$ cat src/rtl/ifetch_unit_if.sv
// Fetch-side bus bundle: instruction ROM request/return, decode handshake and
// execute redirect. The fetch unit is the master; ROM, decode and execute
// together form the slave side.
interface ifetch_unit_if;
  logic [31:0] imrom_addr;
  logic [31:0] imrom_out;
  logic        if_valid;
  logic        if_ready;
  logic [31:0] if_instr;
  logic [31:0] if_pc;
  logic        redirect_valid;
  logic [31:0] redirect_pc;

  modport master (
    output imrom_addr, if_valid, if_instr, if_pc,
    input  imrom_out, if_ready, redirect_valid, redirect_pc
  );

  modport slave (
    input  imrom_addr, if_valid, if_instr, if_pc,
    output imrom_out, if_ready, redirect_valid, redirect_pc
  );
endinterface

$ cat src/rtl/ifetch_unit.sv
// Instruction-fetch front end. Holds the PC, addresses a synchronous ROM with
// ROM_LATENCY cycles of read latency, collects returned words into an
// FQ_DEPTH-entry queue and presents {pc, instr} to decode over valid/ready.
// Redirects from execute flush the queue and squash in-flight reads.
// Optional build macro: IFETCH_PERF_EN adds fetch/stall performance counters.
module ifetch_unit #(
  parameter logic [31:0] RESET_PC    = 32'h0000_0000,
  parameter int unsigned ROM_LATENCY = 1,
  parameter int unsigned FQ_DEPTH    = 2
) (
  input  logic          clk,
  input  logic          rst_n,
  ifetch_unit_if.master bus
`ifdef IFETCH_PERF_EN
  ,
  output logic [31:0]   perf_fetch_cnt,
  output logic [31:0]   perf_stall_cnt
`endif
);

  localparam int unsigned PW = $clog2(FQ_DEPTH);
  localparam int unsigned OW = PW + 1;
  localparam int unsigned CW = $clog2(FQ_DEPTH + ROM_LATENCY + 1) + 1;

  typedef struct packed {
    logic [31:0] pc;
    logic [31:0] instr;
  } fq_entry_t;

  logic [31:0]            pc;
  logic [ROM_LATENCY-1:0] pipe_v;
  logic [31:0]            pipe_tag [ROM_LATENCY];
  fq_entry_t              fq_mem [FQ_DEPTH];
  logic [PW-1:0]          wr_ptr;
  logic [PW-1:0]          rd_ptr;
  logic [OW-1:0]          occ;
  logic [CW-1:0]          inflight;
  logic [CW-1:0]          credit_used;
  logic [CW-1:0]          credit_limit;
  logic                   head_valid;
  logic                   full;
  logic                   pop;
  logic                   push;
  logic                   issue;
  logic                   redirect;
  logic                   unused_redirect_lsbs;

  assign redirect             = bus.redirect_valid;
  assign unused_redirect_lsbs = ^bus.redirect_pc[1:0];

  // Count ROM reads still in flight; each one already owns a queue slot.
  always_comb begin
    inflight = '0;
    for (int i = 0; i < int'(ROM_LATENCY); i++) begin
      inflight = inflight + CW'(pipe_v[i]);
    end
  end

  assign head_valid   = (occ != '0);
  assign full         = (occ == OW'(FQ_DEPTH));
  assign pop          = head_valid && bus.if_ready;
  assign push         = pipe_v[ROM_LATENCY-1];
  assign credit_used  = CW'(occ) + inflight;
  assign credit_limit = CW'(FQ_DEPTH) + CW'(pop);
  // Issue only when the read is guaranteed a queue slot on return.
  assign issue        = !redirect && (credit_used < credit_limit);

  // Program counter: redirect wins, otherwise advance on every issue.
  always_ff @(posedge clk or negedge rst_n) begin
    if (!rst_n) begin
      pc <= RESET_PC;
    end else if (redirect) begin
      pc <= {bus.redirect_pc[31:2], 2'b00};
    end else if (issue) begin
      pc <= pc + 32'd4;
    end
  end

  // In-flight pipe mirroring ROM latency; the pc tag travels with its read.
  always_ff @(posedge clk or negedge rst_n) begin
    if (!rst_n) begin
      pipe_v <= '0;
      for (int i = 0; i < int'(ROM_LATENCY); i++) begin
        pipe_tag[i] <= '0;
      end
    end else begin
      for (int i = int'(ROM_LATENCY) - 1; i > 0; i--) begin
        pipe_v[i]   <= pipe_v[i-1] && !redirect;
        pipe_tag[i] <= pipe_tag[i-1];
      end
      pipe_v[0]   <= issue;
      pipe_tag[0] <= pc;
    end
  end

  // Queue pointers and occupancy; a redirect empties the queue outright.
  always_ff @(posedge clk or negedge rst_n) begin
    if (!rst_n) begin
      wr_ptr <= '0;
      rd_ptr <= '0;
      occ    <= '0;
    end else if (redirect) begin
      wr_ptr <= '0;
      rd_ptr <= '0;
      occ    <= '0;
    end else begin
      if (push) begin
        wr_ptr <= wr_ptr + PW'(1);
      end
      if (pop) begin
        rd_ptr <= rd_ptr + PW'(1);
      end
      occ <= occ + OW'(push) - OW'(pop);
    end
  end

  // Queue storage; contents are only observed through a valid head.
  always_ff @(posedge clk) begin
    if (push && !redirect) begin
      fq_mem[wr_ptr] <= '{pc: pipe_tag[ROM_LATENCY-1], instr: bus.imrom_out};
    end
  end

  assign bus.imrom_addr = {2'b00, pc[31:2]};
  assign bus.if_valid   = head_valid;
  assign bus.if_pc      = head_valid ? fq_mem[rd_ptr].pc    : 32'h0;
  assign bus.if_instr   = head_valid ? fq_mem[rd_ptr].instr : 32'h0;

`ifdef IFETCH_PERF_EN
  // Performance counters: issued fetches and decode back-pressure cycles.
  always_ff @(posedge clk or negedge rst_n) begin
    if (!rst_n) begin
      perf_fetch_cnt <= '0;
      perf_stall_cnt <= '0;
    end else begin
      if (issue) begin
        perf_fetch_cnt <= perf_fetch_cnt + 32'd1;
      end
      if (head_valid && !bus.if_ready) begin
        perf_stall_cnt <= perf_stall_cnt + 32'd1;
      end
    end
  end
`endif

  // A return landing on a full queue means the credit accounting is broken.
  assert property (@(posedge clk) disable iff (!rst_n) !(push && full));

endmodule
$ cat src/flat_wrapper.sv
// flat-port wrapper written by rule: the top's interface ports become plain ports
module ifetch_unit_flat 
#(
  parameter logic [31:0] RESET_PC    = 32'h0000_0000,
  parameter int unsigned ROM_LATENCY = 1,
  parameter int unsigned FQ_DEPTH    = 2
)
  (clk, rst_n, bus_imrom_addr, bus_if_valid, bus_if_instr, bus_if_pc, bus_imrom_out, bus_if_ready, bus_redirect_valid, bus_redirect_pc);
  ifetch_unit_if bus_i ();
  input  logic clk;
  input  logic rst_n;
  output wire logic [$bits(bus_i.imrom_addr)-1:0] bus_imrom_addr;
  output wire logic [$bits(bus_i.if_valid)-1:0] bus_if_valid;
  output wire logic [$bits(bus_i.if_instr)-1:0] bus_if_instr;
  output wire logic [$bits(bus_i.if_pc)-1:0] bus_if_pc;
  input wire logic [$bits(bus_i.imrom_out)-1:0] bus_imrom_out;
  input wire logic [$bits(bus_i.if_ready)-1:0] bus_if_ready;
  input wire logic [$bits(bus_i.redirect_valid)-1:0] bus_redirect_valid;
  input wire logic [$bits(bus_i.redirect_pc)-1:0] bus_redirect_pc;
  assign bus_imrom_addr = bus_i.imrom_addr;
  assign bus_if_valid = bus_i.if_valid;
  assign bus_if_instr = bus_i.if_instr;
  assign bus_if_pc = bus_i.if_pc;
  assign bus_i.imrom_out = bus_imrom_out;
  assign bus_i.if_ready = bus_if_ready;
  assign bus_i.redirect_valid = bus_redirect_valid;
  assign bus_i.redirect_pc = bus_redirect_pc;
  ifetch_unit #(.RESET_PC(RESET_PC), .ROM_LATENCY(ROM_LATENCY), .FQ_DEPTH(FQ_DEPTH)) u_core (.clk(clk), .rst_n(rst_n), .bus(bus_i));
endmodule
$ cat config.mk
export PLATFORM = sky130hd
export DESIGN_NAME = ifetch_unit_flat
export DESIGN_NICKNAME = d
export VERILOG_FILES = /design/src/rtl/ifetch_unit_if.sv /design/src/rtl/ifetch_unit.sv /design/src/flat_wrapper.sv
export SDC_FILE = /design/constraint.sdc
export NUM_CORES = 1
export LEC_CHECK = 0
export BUFFER_PORTS_ARGS = -buffer_cell sky130_fd_sc_hd__buf_4
export CAP_MARGIN = 5
export CORE_UTILIZATION = 54
export DETAILED_ROUTE_END_ITERATION = 10
export GPL_TIMING_DRIVEN = 0
export MAX_ROUTING_LAYER = met4
export PLACE_DENSITY = 0.85
export SLEW_MARGIN = 15
export SYNTH_ARGS = -nofsm -noshare
export SYNTH_HDL_FRONTEND = slang
export SYNTH_SLANG_ARGS = --single-unit
$ cat constraint.sdc
create_clock -name clk -period 5.7 [get_ports clk]
set_input_delay 0.855 -clock clk [delete_from_list [all_inputs] [get_ports clk]]
set_output_delay 0.855 -clock clk [all_outputs]
set_load 0.1 [all_outputs]
# After elaboration in Yosys (flattened, before gate mapping)
# Memory sizes are Yosys's and may differ from the RTL's.
# Index checks and enable logic that the tools add are counted.
# Widths: inputs -> output; s select.
# op_classes
addsub,7
reduce_logical,8
n_lt_le_gt_ge,1
muxes,11
# op_table
op,count
$mux 32,4
$add 32x3->32 const B,1
$reduce_bool 2->1,4
$mux 1,6
$add 2x1->3,1
$add 2x1->3 const A,1
$logic_and 1x1->1,3
$lt 3x3->1,1
$add 1x1->1 const B,2
$add 2x1->2,1
$mux 2,1
$sub 2x1->2,1
$logic_not 1->1,1
# word_totals
elab_cells,34
mem_count,1
out_inout_bits,97
register_bits,69
ramBits,128
inputBits,68
# mem_list
memory,depth,word_bits,rd,rd_ports_with_merged_regs,wr,line_no,source
u_core.fq_mem,2,64,1,0,1,ifetch_unit.sv:33,fq_entry_t fq_mem [FQ_DEPTH];

# Logic depth before layout (Yosys ltp)
# logic_depth
ltp_word,7
ltp_mapped,8
mapped_depth_nobuf,7

# Worst setup path after synthesis
# No wires, ideal clock.
# synth_timing
path_kind,in2reg
startpoint,in bus_redirect_valid
endpoint,mem u_core.fq_mem[0][0] in the netlist's numbering (enable)
cell_stages,2
setup_time_ns,0.558
t_arrival_ns,5.319
path_slack_ns,-0.177
required_ns,5.142
n_path_buf,1
cell_sequence,clkbuf_1 > nor3_1
# synth_via
elab_chain_cells,4
# synth_rtl
item,line_no,source
"start, declared",flat_wrapper.sv:18,input wire logic [$bits(bus_i.redirect_valid)-1:0] bus_redirect_valid;
$logic_not 1->1,ifetch_unit.sv:119,if (push && !redirect) begin
$logic_and 1x1->1,ifetch_unit.sv:119,
$mux 1,ifetch_unit.sv:119,
$mux 1 (not written as such),ifetch_unit.sv:120,"fq_mem[wr_ptr] <= '{pc: pipe_tag[ROM_LATENCY-1], instr: bus.imrom_out};"
"end, declared",ifetch_unit.sv:33,
# No other way between the ends.

# Worst setup path after layout
# layout_timing
startpoint,reg u_core.occ[0]
endpoint,out bus_if_pc[19]
# layout_via
elab_chain_cells,2
# layout_rtl
item,line_no,source
"start, declared",ifetch_unit.sv:36,logic [OW-1:0] occ;
"start signal, assigned",ifetch_unit.sv:113,occ <= occ + OW'(push) - OW'(pop);
$reduce_bool 2->1,ifetch_unit.sv:59,assign head_valid = (occ != '0);
$mux 32,ifetch_unit.sv:126,assign bus.if_pc = head_valid ? fq_mem[rd_ptr].pc : 32'h0;
"end, declared",flat_wrapper.sv:15,output wire logic [$bits(bus_i.if_pc)-1:0] bus_if_pc;
# No other way between the ends.

==> results.ini <==
[synthesis]
synth.distinct_cells = 34
syn_inst = 527
yosys.area.top_type_share = 0.497
synth_edf_count = 124
ys_async_sr_fraction = 0.344
netlist_area_um2 = 7490
ys.flop_type = edfxtp_1
synthTopCellsByArea = edfxtp_1 50%, dfrtp_1 22%, mux2i_1 8.4%, nor2_1 3.6%, xor2_1 2.8%
yosys_warnings = 0
synth-seq-area-share = 0.714
yosys.area.top_type = edfxtp_1
synth_seq_cells = 189
synth.avg_cell_area_um2 = 14.2

[routing]
avgRoutedWirePerCell_um = 17.2
firstDrtPassIters = 5
vias = 4790
drtIter0Drc = 283
drc = 0
antenna_left = 0
routed_wirelength_um = 15500
via_per_inst = 5.32

[worst_setup_path]
endpoint = bus_if_pc[19]
path_max_fanout = 10
path_buf_inv = 2
crit_path_max_incr_delay_ps = 750
cp_top_family = simple AND/OR/NAND/NOR gates
crit_path_end_kind = output port
required_ps = 4850
crit_start = u_core.occ[0]
reg2reg_depth = 7
cp-start-kind = flip-flop
r2r_slack_ps = 3260
r2r_start = u_core.occ[0]
path_cells = nor2_1, clkbuf_1, nor2_1, buf_4
worst-setup-path-type = flip-flop to output port
worst-path-stages = 4
worstPathArrival_ps = 2460
cpMaxStageDelayCell = nor2_1
cpMostUsedCell = nor2_1
rr_endpoint = u_core.pc[27]

[final_layout]
syn2layout_area_growth_pct = 28.6
antenna_cells = 0
finalNetCount = 784
fin_cells = 900
stdcell_area_um2 = 9640
drive_above_1_share = 0.297

[power]
power_density_nw_per_um2 = 576
power_mw = 5.55
ir_drop_mv = 0.291
p_leak_nw = 3.85

[clocking]
insertion_delay_ps = 420
ctsResizeCount = 0
ctsHoldBuffers = 0
post_cts_buffers = 0
clockBufferDepth = 2
numCtsBuffers = 17
cts_root_buffer = clkbuf_16
clock_sinks = 189
clkTransAtPathRegs_ps = 60
cts_tree = done
htreeDepth = 4

[die]
rows = 42
die_area_um2 = 14400
io_pins = 165
chipHeight_um = 120
die_x_um = 120
core_area_um2 = 13400
start_util = 0.559

[timing]
fin_crit_sh = 0.582
finalHoldViolations = 0
holdWs_ps = 444
setup_viol = 0
finClkSkew_ps = 6.40
fin_tns_setup_ps = 0
rsz0062_at_grt = no
min_period_ps = 3320
max_freq_mhz = 302
drv_slew = 0
worst_slew_margin_rel = 0.377
tightest_slew_ps = 931

[grt]
antenna_found_initial = 0
gr-total-overflow = 0
grt_pass1_wl_um = 24400
grt_usage = 0.234
grt_max_degree = 66
grt_pass1_vias = 4921

[place]
dp_hpwl_um = 10300
dp.cells = 868
numPortBuffers = 158
place_congestion = 0.927
place_area_um2 = 9010

[run]
drv_cap = 0

[status]
outcome = finished clean

[hold_path]
hold_path.class = flip-flop to flip-flop

[cell usage in the layout (no fill, tap or decap), types with 7 or more instances in the layout]
cell type,Yosys,layout
nor2_1,72,72
inv_1,7,7
clkbuf_16,0,19
nand4_1,17,17
edfxtp_1,124,124
o21ai_0,27,27
buf_2,9,9
buf_4,4,162
nand3_1,9,9
xnor2_1,8,8
mux2i_1,63,63
dfrtp_1,65,65
nand2_1,38,38
clkbuf_1,15,16
xor2_1,24,24
[registers in the layout, summed over array words and instances, names as in the netlist]
signal           flops
u_core.fq_mem      124
u_core.pc           30
u_core.pipe_tag     30
u_core.occ           2
u_core.pipe_v        1
u_core.rd_ptr        1
u_core.wr_ptr        1
[kinds of logic (layout without fill, tap and decap cells)]
logic type / Yosys count / after routing / synth area share
flops: 189 / 189 / 0.714
compound gates: 31 / 31 / 0.0209
other cells: 1 / 4 / 0.000500
mux: 65 / 65 / 0.0871
fa+ha+maj: 5 / 5 / 0.00835
xor+xnor: 32 / 32 / 0.0374
simple gates: 169 / 169 / 0.111
buf+inv: 35 / 229 / 0.0210
[worst register-to-register path, delay by kind of cell (launching register included)]
kind | cells | cell delay (ps)
adders and majority gates | 2 | 510
AOI/OAI and AO/OA | 1 | 220
xor gates and xnor gates | 1 | 180
and+or+nand+nor | 3 | 980
DFF | 1 | 460
[how the worst min path moves through the flow]
stage | slack (ps) | cells after the start | from | end
floorplan | 420 | 0 | u_core.pipe_tag[2] | u_core.fq_mem[0][34]
global placement | 420 | 0 | u_core.pipe_tag[16] | u_core.fq_mem[0][48]
detailed placement | 430 | 0 | u_core.pc[31] | u_core.pipe_tag[31]
CTS | 440 | 0 | u_core.pipe_tag[25] | u_core.fq_mem[1][57]
global route | 450 | 0 | u_core.pipe_tag[24] | u_core.fq_mem[0][56]
finish | 440 | 0 | u_core.pipe_tag[25] | u_core.fq_mem[0][57]
[power by group]
part	switching (mW)	internal, mW
logic	1.98	0.534
registers	0.112	1.69
clock network	0.478	0.763
[metal layers]
metal  global-route usage  routed length, µm
met1                0.274               6210
met2                0.396               7920
met3               0.0452               1000
met4               0.0977                323
met5                    -                  0
[synthesized netlist by cell type, types with 7 or more instances]
| library cell | number |
|---|---|
| dfrtp_1 | 65 |
| buf_2 | 9 |
| xnor2_1 | 8 |
| o21ai_0 | 27 |
| inv_1 | 7 |
| nand2_1 | 38 |
| edfxtp_1 | 124 |
| clkbuf_1 | 15 |
| xor2_1 | 24 |
| nand3_1 | 9 |
| nor2_1 | 72 |
| mux2i_1 | 63 |
| nand4_1 | 17 |
[metrics by stage]
stage                util  worst slack (ps)
floorplan               -              1720
global placement    0.665               347
detailed placement  0.672              2790
CTS                 0.720              2300
global route        0.720              2210
finish              0.720              2380
[area by class of cell]
cell class / instances / area, µm²
fill: 876 / 3760
tap: 176 / 220
timing repair buffer: 162 / 1260
multi-input combinational: 306 / 2010
clock buffer: 22 / 507
buffer: 28 / 131
sequential: 189 / 5350
inverter: 7 / 26.3
clock inverter: 10 / 129
(Power assumes the default switching activity.)
